==> src/rtl/fetch_stage_pkg.sv <==
// Shared widths, the NOP word and the fetch FSM encoding for the fetch stage and its IF/ID register.
package fetch_stage_pkg;
    localparam int ADDR_W  = 16;
    localparam int INSTR_W = 16;
    localparam logic [INSTR_W-1:0] NOP_INSTR = 16'h0000;

    typedef enum logic {
        FS_REQ  = 1'b0,
        FS_HOLD = 1'b1
    } fetch_state_e;

    // Instructions are halfword aligned, so redirect targets drop bit 0.
    function automatic logic [ADDR_W-1:0] align_pc(input logic [ADDR_W-1:0] a);
        return {a[ADDR_W-1:1], 1'b0};
    endfunction
endpackage

==> src/rtl/fetch_stage_if_id_reg.sv <==
// IF/ID pipeline register: priority reset > clear > hold > load.
module if_id_reg
    import fetch_stage_pkg::*;
(
    input  logic               clk,
    input  logic               rst,
    input  logic               load_i,
    input  logic               hold_i,
    input  logic               clear_i,
    input  logic               clear_instr_i,
    input  logic [INSTR_W-1:0] instr_i,
    input  logic [ADDR_W-1:0]  pc_i,
    input  logic [ADDR_W-1:0]  pc_plus2_i,
    output logic               valid_o,
    output logic [INSTR_W-1:0] instr_o,
    output logic [ADDR_W-1:0]  pc_o,
    output logic [ADDR_W-1:0]  pc_plus2_o
);
    logic               valid_q;
    logic [INSTR_W-1:0] instr_q;
    logic [ADDR_W-1:0]  pc_q;
    logic [ADDR_W-1:0]  pc_plus2_q;

    always_ff @(posedge clk) begin
        if (rst) begin
            valid_q    <= 1'b0;
            instr_q    <= NOP_INSTR;
            pc_q       <= '0;
            pc_plus2_q <= '0;
        end else if (clear_i) begin
            // A bubble only drops valid; a flush also scrubs the instruction word.
            valid_q <= 1'b0;
            if (clear_instr_i) begin
                instr_q <= NOP_INSTR;
            end
        end else if (!hold_i && load_i) begin
            valid_q    <= 1'b1;
            instr_q    <= instr_i;
            pc_q       <= pc_i;
            pc_plus2_q <= pc_plus2_i;
        end
    end

    assign valid_o    = valid_q;
    assign instr_o    = instr_q;
    assign pc_o       = pc_q;
    assign pc_plus2_o = pc_plus2_q;
endmodule

==> src/rtl/fetch_stage.sv <==
// Instruction-fetch stage: next-PC mux, imem handshake FSM with a one-entry skid buffer, IF/ID register.
// Optional performance counters are enabled by defining FETCH_PERF_EN.
module fetch_stage
    import fetch_stage_pkg::*;
#(
    parameter logic [ADDR_W-1:0] RESET_ADDR = 16'h0000,
    parameter logic [ADDR_W-1:0] PC_STEP    = 16'd2
) (
    input  logic               clk,
    input  logic               rst,
    input  logic [ADDR_W-1:0]  address,
    output logic [ADDR_W-1:0]  next_address,
    output logic               imem_req,
    output logic [ADDR_W-1:0]  imem_addr,
    input  logic               imem_ready,
    input  logic [INSTR_W-1:0] imem_rdata,
    input  logic               stall,
    input  logic               flush,
    input  logic [ADDR_W-1:0]  redirect_target,
    output logic               if_id_valid,
    output logic [INSTR_W-1:0] if_id_instr,
    output logic [ADDR_W-1:0]  if_id_pc,
    output logic [ADDR_W-1:0]  if_id_pc_plus2
`ifdef FETCH_PERF_EN
    ,
    output logic [15:0]        perf_fetched,
    output logic [15:0]        perf_bubbles
`endif
);
    fetch_state_e       state_q, state_d;
    logic [ADDR_W-1:0]  skid_pc_q, skid_pc_d;
    logic [INSTR_W-1:0] skid_instr_q, skid_instr_d;

    logic               ld_load, ld_hold, ld_clear, ld_clear_instr;
    logic [ADDR_W-1:0]  ld_pc;
    logic [INSTR_W-1:0] ld_instr;

    assign imem_addr = address;

    always_comb begin
        state_d        = state_q;
        skid_pc_d      = skid_pc_q;
        skid_instr_d   = skid_instr_q;
        next_address   = address;
        imem_req       = 1'b0;
        ld_load        = 1'b0;
        ld_hold        = 1'b0;
        ld_clear       = 1'b0;
        ld_clear_instr = 1'b0;
        ld_pc          = address;
        ld_instr       = imem_rdata;

        if (rst) begin
            next_address = RESET_ADDR;
            state_d      = FS_REQ;
        end else begin
            case (state_q)
                FS_REQ: begin
                    imem_req = 1'b1;
                    if (flush) begin
                        next_address   = align_pc(redirect_target);
                        ld_clear       = 1'b1;
                        ld_clear_instr = 1'b1;
                    end else if (stall) begin
                        ld_hold = 1'b1;
                        if (imem_ready) begin
                            // Park the returned word; the PC moves on so the access is not repeated.
                            skid_pc_d    = address;
                            skid_instr_d = imem_rdata;
                            next_address = address + PC_STEP;
                            state_d      = FS_HOLD;
                        end
                    end else if (imem_ready) begin
                        ld_load      = 1'b1;
                        next_address = address + PC_STEP;
                    end else begin
                        ld_clear = 1'b1;
                    end
                end
                FS_HOLD: begin
                    if (flush) begin
                        next_address = align_pc(redirect_target);
                        ld_clear     = 1'b1;
                        state_d      = FS_REQ;
                    end else if (stall) begin
                        ld_hold = 1'b1;
                    end else begin
                        ld_load  = 1'b1;
                        ld_pc    = skid_pc_q;
                        ld_instr = skid_instr_q;
                        state_d  = FS_REQ;
                    end
                end
                default: state_d = FS_REQ;
            endcase
        end
    end

    always_ff @(posedge clk) begin
        if (rst) begin
            state_q      <= FS_REQ;
            skid_pc_q    <= '0;
            skid_instr_q <= NOP_INSTR;
        end else begin
            state_q      <= state_d;
            skid_pc_q    <= skid_pc_d;
            skid_instr_q <= skid_instr_d;
        end
    end

    if_id_reg u_if_id_reg (
        .clk           (clk),
        .rst           (rst),
        .load_i        (ld_load),
        .hold_i        (ld_hold),
        .clear_i       (ld_clear),
        .clear_instr_i (ld_clear_instr),
        .instr_i       (ld_instr),
        .pc_i          (ld_pc),
        .pc_plus2_i    (ld_pc + PC_STEP),
        .valid_o       (if_id_valid),
        .instr_o       (if_id_instr),
        .pc_o          (if_id_pc),
        .pc_plus2_o    (if_id_pc_plus2)
    );

`ifdef FETCH_PERF_EN
    logic [15:0] perf_fetched_q, perf_bubbles_q;

    // Every clear of the IF/ID register is either a wait-state bubble or a flush.
    always_ff @(posedge clk) begin
        if (rst) begin
            perf_fetched_q <= '0;
            perf_bubbles_q <= '0;
        end else begin
            if (ld_load && !ld_hold && !ld_clear && perf_fetched_q != 16'hFFFF) begin
                perf_fetched_q <= perf_fetched_q + 16'd1;
            end
            if (ld_clear && perf_bubbles_q != 16'hFFFF) begin
                perf_bubbles_q <= perf_bubbles_q + 16'd1;
            end
        end
    end

    assign perf_fetched = perf_fetched_q;
    assign perf_bubbles = perf_bubbles_q;
`endif
endmodule

==> config.mk <==
export PLATFORM = sky130hd
export DESIGN_NAME = fetch_stage
export DESIGN_NICKNAME = d
export VERILOG_FILES = /design/src/rtl/fetch_stage_pkg.sv /design/src/rtl/fetch_stage_if_id_reg.sv /design/src/rtl/fetch_stage.sv
export SDC_FILE = /design/constraint.sdc
export NUM_CORES = 1
export LEC_CHECK = 0
export BUFFER_PORTS_ARGS = -buffer_cell sky130_fd_sc_hd__buf_4
export CAP_MARGIN = 40
export CORE_UTILIZATION = 23
export DETAILED_ROUTE_END_ITERATION = 10
export PLACE_DENSITY = 0.42
export REMOVE_ABC_BUFFERS = 1
export SYNTH_ARGS = -nofsm -noshare
export SYNTH_HDL_FRONTEND = slang
export SYNTH_SLANG_ARGS = --single-unit
==> constraint.sdc <==
create_clock -name clk -period 2.7 [get_ports clk]
set_input_delay 0.135 -clock clk [delete_from_list [all_inputs] [get_ports clk]]
set_output_delay 0.135 -clock clk [all_outputs]
set_load 0.01 [all_outputs]
After elaboration in Yosys (flattened, before gate mapping)
Cells that the tools add are included.

storage, ports and cells
  bits in registers = 82
  input port bits = 53
  logic and storage cells = 58
  output and inout bits = 82

cells by class
  add/subtract/negate cells = 2
  equal/unequal tests = 1
  mux-type cells = 38
  bitwise logic cells = 3
  reductions and logical operators = 7

operators by type and width
  kind                     count
  $mux W16                 14
  $add A16 B2 Y16 const B  2
  $pmux W16 S2             1
  $mux W1                  20
  $pmux W1 S2              3
  $reduce_and A2 Y1        2
  $reduce_and A4 Y1        1
  $not A1 Y1               3
  $ne A2 B1 Y1 const B     1
  $reduce_bool A2 Y1       1
  $reduce_or A2 Y1         1
  $logic_and A1 B1 Y1      1
  $logic_not A1 Y1         1

Logic depth before layout (Yosys ltp)
  depth in word-level cells = 8
  depth in mapped cells = 12
  mapped depth without buffers = 9

Hierarchy
From an unflattened synthesis, not the netlist that was laid out.

unflattened totals
  cells, all modules = 630
  area, all modules = 4400.5 um^2

by module, submodules not included
  module       sequential area each (um^2)  cells an instance  instances  area each (um^2)
  fetch_stage  660.6                        415                1          2626.3
  if_id_reg    980.9                        215                1          1774.2

Least setup slack after synthesis
No wires, ideal clock.

  path type = register -> register
  from = reg state_q
  to = reg u_if_id_reg.pc_plus2_q[11] (netlist: u_if_id_reg.pc_plus2_o[11])
  data required time = 2614 ps
  path buffers = 2
  data arrival time = 2375 ps
  stages on the path, launching flop included = 12
  period minus slack after synthesis = 2460 ps
  setup slack = 240 ps
  library setup time = 86 ps
  path through = dfxtp_1 -> or4b_4 -> buf_6 -> buf_6 -> mux2i_1 -> inv_1 -> ha_1 -> nand2_1 -> nor4_2 -> a32oi_1 -> xnor2_1 -> a211oi_1

on the way
  elaborated cells on any way between the ends = 11
  those cells by class = 1 x add/sub; 6 x mux; 2 x bitwise; 2 x reduce/logical

RTL lines
  element                   line                         source
  start: declaration        fetch_stage.sv:30            fetch_state_e state_q, state_d;
  start signal: assignment  fetch_stage.sv:105           state_q <= state_d;
  $mux W16                  fetch_stage.sv:57            case (state_q)
  $mux W16                  fetch_stage.sv:53            if (rst) begin
  via ld_pc[1]              fetch_stage.sv:35            logic [ADDR_W-1:0] ld_pc;
  $add A16 B2 Y16           fetch_stage.sv:120           .pc_plus2_i (ld_pc + PC_STEP),
  end signal: assignment    fetch_stage_if_id_reg.sv:40  pc_plus2_q <= pc_plus2_i;
  end: declaration          fetch_stage_if_id_reg.sv:22  logic [ADDR_W-1:0] pc_plus2_q;

The timed path passes the listed nets, and every way through them passes these cells.
A chain may end at the register's enable or synchronous reset.

Final worst setup path
Same ends and word-level chain as after synthesis.

==> impl_metrics.csv <==
group,metric,value,unit
run_status,outcome,"finished, violations left",
run_status,failed_checks,"DRC",
clock_network,cts_sinks,81,
layout,syn_to_final_growth,32.40,%
place,dp_cells,889,
timing,fmax,398.0,MHz
routing,ant_nets,0,
layout,nFillCells,1964,
clock_network,cts_root_buf,"clkbuf_16",
synthesis,synth_cell_types,42,
floorplan,placementRows,49,
clock_network,clock_latency,350,ps
timing,hold_viol_final,0,
routing,vias,4138,
timing,rsz0062_at_grt,"false",
synthesis,synth-seq-cells,81,
layout,fin_area,0.005732,sq mm
timing,relSlewSlack,48.06,%
clock_network,cts_tree,"yes",
layout,insertedDiodeCount,0,
pwr,power-per-cell-area,521.8,mW/mm^2
clock_network,clk_pin_slew,60,ps
clock_network,post-cts-setup-buffers,0,
place,dpl_cell_area,0.005415,sq mm
synthesis,yosys_warnings,0,
floorplan,start_util,23.78,%
routing,wire_per_inst,15.58,microns
routing,drtIter0Drc,239,
critical_path,end_kind,"flop",
floorplan,dieHeight,139.2,microns
routing,via_per_inst,4.572,
floorplan,coreArea,0.01821,sq mm
synthesis,yosys-top-cells-area,"dfxtp_1, nand2_1, a21oi_1",
synthesis,synthCells,574,
clock_network,max-clock-path-buffers,2,
floorplan,io_pins,135,
critical_path,arrival,2760,ps
critical_path,crit_type,"flop to flop",
grt,grt_pass1_vias,4060,
timing,finalCriticalPeriod,2513,ps
routing,drt-total-wl,14100,microns
routing,post-route-drc-count,8,
grt,antenna_found_initial,1,
grt,overflow,0,
synthesis,syn-cell-area,0.004329,sq mm
synthesis,ys_seq_area_share,37.46,%
timing,finalCritPeriodShare,93.06,%
grt,grt_usage,14.91,%
clock_network,cts_resized,0,
min_path,min_path_type,"input pin to flop",
synthesis,yosys.area.top_type,"dfxtp_1",
floorplan,die_area,0.01938,sq mm
critical_path,start_kind,"flop",
timing,worst_pin_slew,779.1,ps
synthesis,synth_top_area_share,37.46,%
routing,drtPass1Iterations,10,
grt,grt_max_degree,77,
pwr,ir_drop,0.0003122,V
timing,finalMaxSlewViolations,0,
timing,skew,8.399,ps
pwr,leakage,2.333,nW
place,place.gp.congestion,0.7785,
critical_path,critPathMaxFanout,7,
flow_run,maxCapViolCount,0,
clock_network,cts_hold_buf,0,
grt,grt_pass1_wl,22290,microns
clock_network,cts_buffers,9,
place,hpwl,9992,microns
place,portBuffers,133,
pwr,p_total,2.991,mW
layout,finalNetCount,726,
layout,layout-drive-gt1-share,26.04,%
timing,setup_viol,0,
clock_network,htreeDepth,3,
synthesis,syn_area_per_cell,7.542,sq um
timing,finalSetupTns,0,ps
layout,fin_cells,905,
floorplan,dieWidth,139.2,microns
critical_path,cp.required,2950,ps
[synthesized netlist by cell type, drive strengths merged]
library cell / count
nand4: 10
or4b: 1
nor3b: 3
nor2b: 1
and2: 3
or3: 3
nor3: 5
nor2: 42
xnor2: 19
a21o: 1
and4b: 2
buf: 25
nand2: 137
dfxtp: 81
a211oi: 7
and3: 2
nor4: 5
and4: 3
ha: 2
or4: 1
xor2: 9
o211ai: 3
a32oi: 3
a311oi: 3
o21ai: 23
clkbuf: 39
a21oi: 80
o22ai: 3
inv: 5
nand3: 11
nand3b: 22
mux2i: 15
nor4b: 4
or3b: 1
[state kept, by name (all words and copies together), names as in the netlist]
register                cells
u_if_id_reg.instr_o        16
u_if_id_reg.pc_o           16
skid_instr_q               16
skid_pc_q                  16
u_if_id_reg.pc_plus2_o     15
state_q                     1
u_if_id_reg.valid_o         1
[routing by layer]
layer | GRT usage [%] | part of all wire, % | up-vias
met1 | 18.00 | 45 | 1893
met2 | 24.38 | 47 | 101
met5 | 0 | 0 | -
met3 | 5.628 | 7.3 | 12
li1 | - | - | 2132
met4 | 4.795 | 1.3 | 0
[cells in the final DEF (no fill, tap or decap), types with 5 or more instances in the layout]
cell         n
nand4_1     10
a211oi_1     7
mux2i_1     12
a21oi_1     80
nor2_1      42
clkbuf_16    9
inv_1        5
buf_4      150
xnor2_1     19
o21ai_0     22
xor2_1       9
nand3b_1    22
nor3_1       5
nand2_1    137
nand3_1     11
dfxtp_1     81
[logic make-up (layout without fill, tap and decap cells)]
| logic type | Yosys count | after routing | synth area share (%) |
|---|---|---|---|
| AO/OA/AOI/OAI | 123 | 123 | 15.46 |
| XOR/XNOR | 28 | 28 | 5.665 |
| adder cells (fa/ha/maj) | 2 | 2 | 0.5779 |
| buffers and inverters | 69 | 171 | 8.323 |
| flip-flops | 81 | 81 | 37.46 |
| multiplexers | 15 | 15 | 4.335 |
| AND/OR/NAND/NOR | 256 | 256 | 28.18 |
[critical path, cell delays in order, from the launching register on]
cell      delay, ps
dfxtp_1         330
or4b_4          490
mux2i_1         150
inv_1            80
ha_1            330
nand2_1         170
nor4_2          270
a32oi_1         170
xnor2_1         160
a211oi_1        260
[metrics by stage]
stage / hold slack (ps) / worst slack, ps / util, %
floorplan: 204.1 / 250.1 / -
global placement: 396.2 / 286.4 / 29.74
detailed placement: 404.9 / 210.0 / 29.74
CTS: 26.62 / 229.1 / 31.48
global route: 25.69 / 56.06 / 31.48
finish: 41.70 / 187.3 / 31.48
[path summary, 6_finish.rpt]
path	endpoint	startpoint	cells after the start	slack, ps
hold / removal	skid_instr_q[13]$_SDFFE_PP0P_	imem_rdata[13]	3	40
setup / recovery	u_if_id_reg.pc_plus2_o[11]$_SDFFE_PP0P_	state_q$_SDFF_PP0_	9	190
setup reg to reg	u_if_id_reg.pc_plus2_o[11]$_SDFFE_PP0P_	state_q$_SDFF_PP0_	9	190
hold reg to reg	skid_pc_q[15]$_SDFFE_PP0P_	skid_pc_q[15]$_SDFFE_PP0P_	2	450
[final cells by class]
cell class              count  area (sq um)  share of cell area [%]
multi-input cells         424          2362                   41.21
flip-flops and latches     81          1622                   28.29
repair buffers            150          1126                   19.65
well taps                 229         286.5                   4.999
clock buffers              12         266.5                   4.650
clock inverters             4         50.05                  0.8732
inverters                   5         18.77                  0.3274
[power breakdown]
part,internal (mW),switching (mW)
registers,1.23,0.0256
clock network,0.791,0.512
logic,0.194,0.234
(Power assumes the default switching activity.)
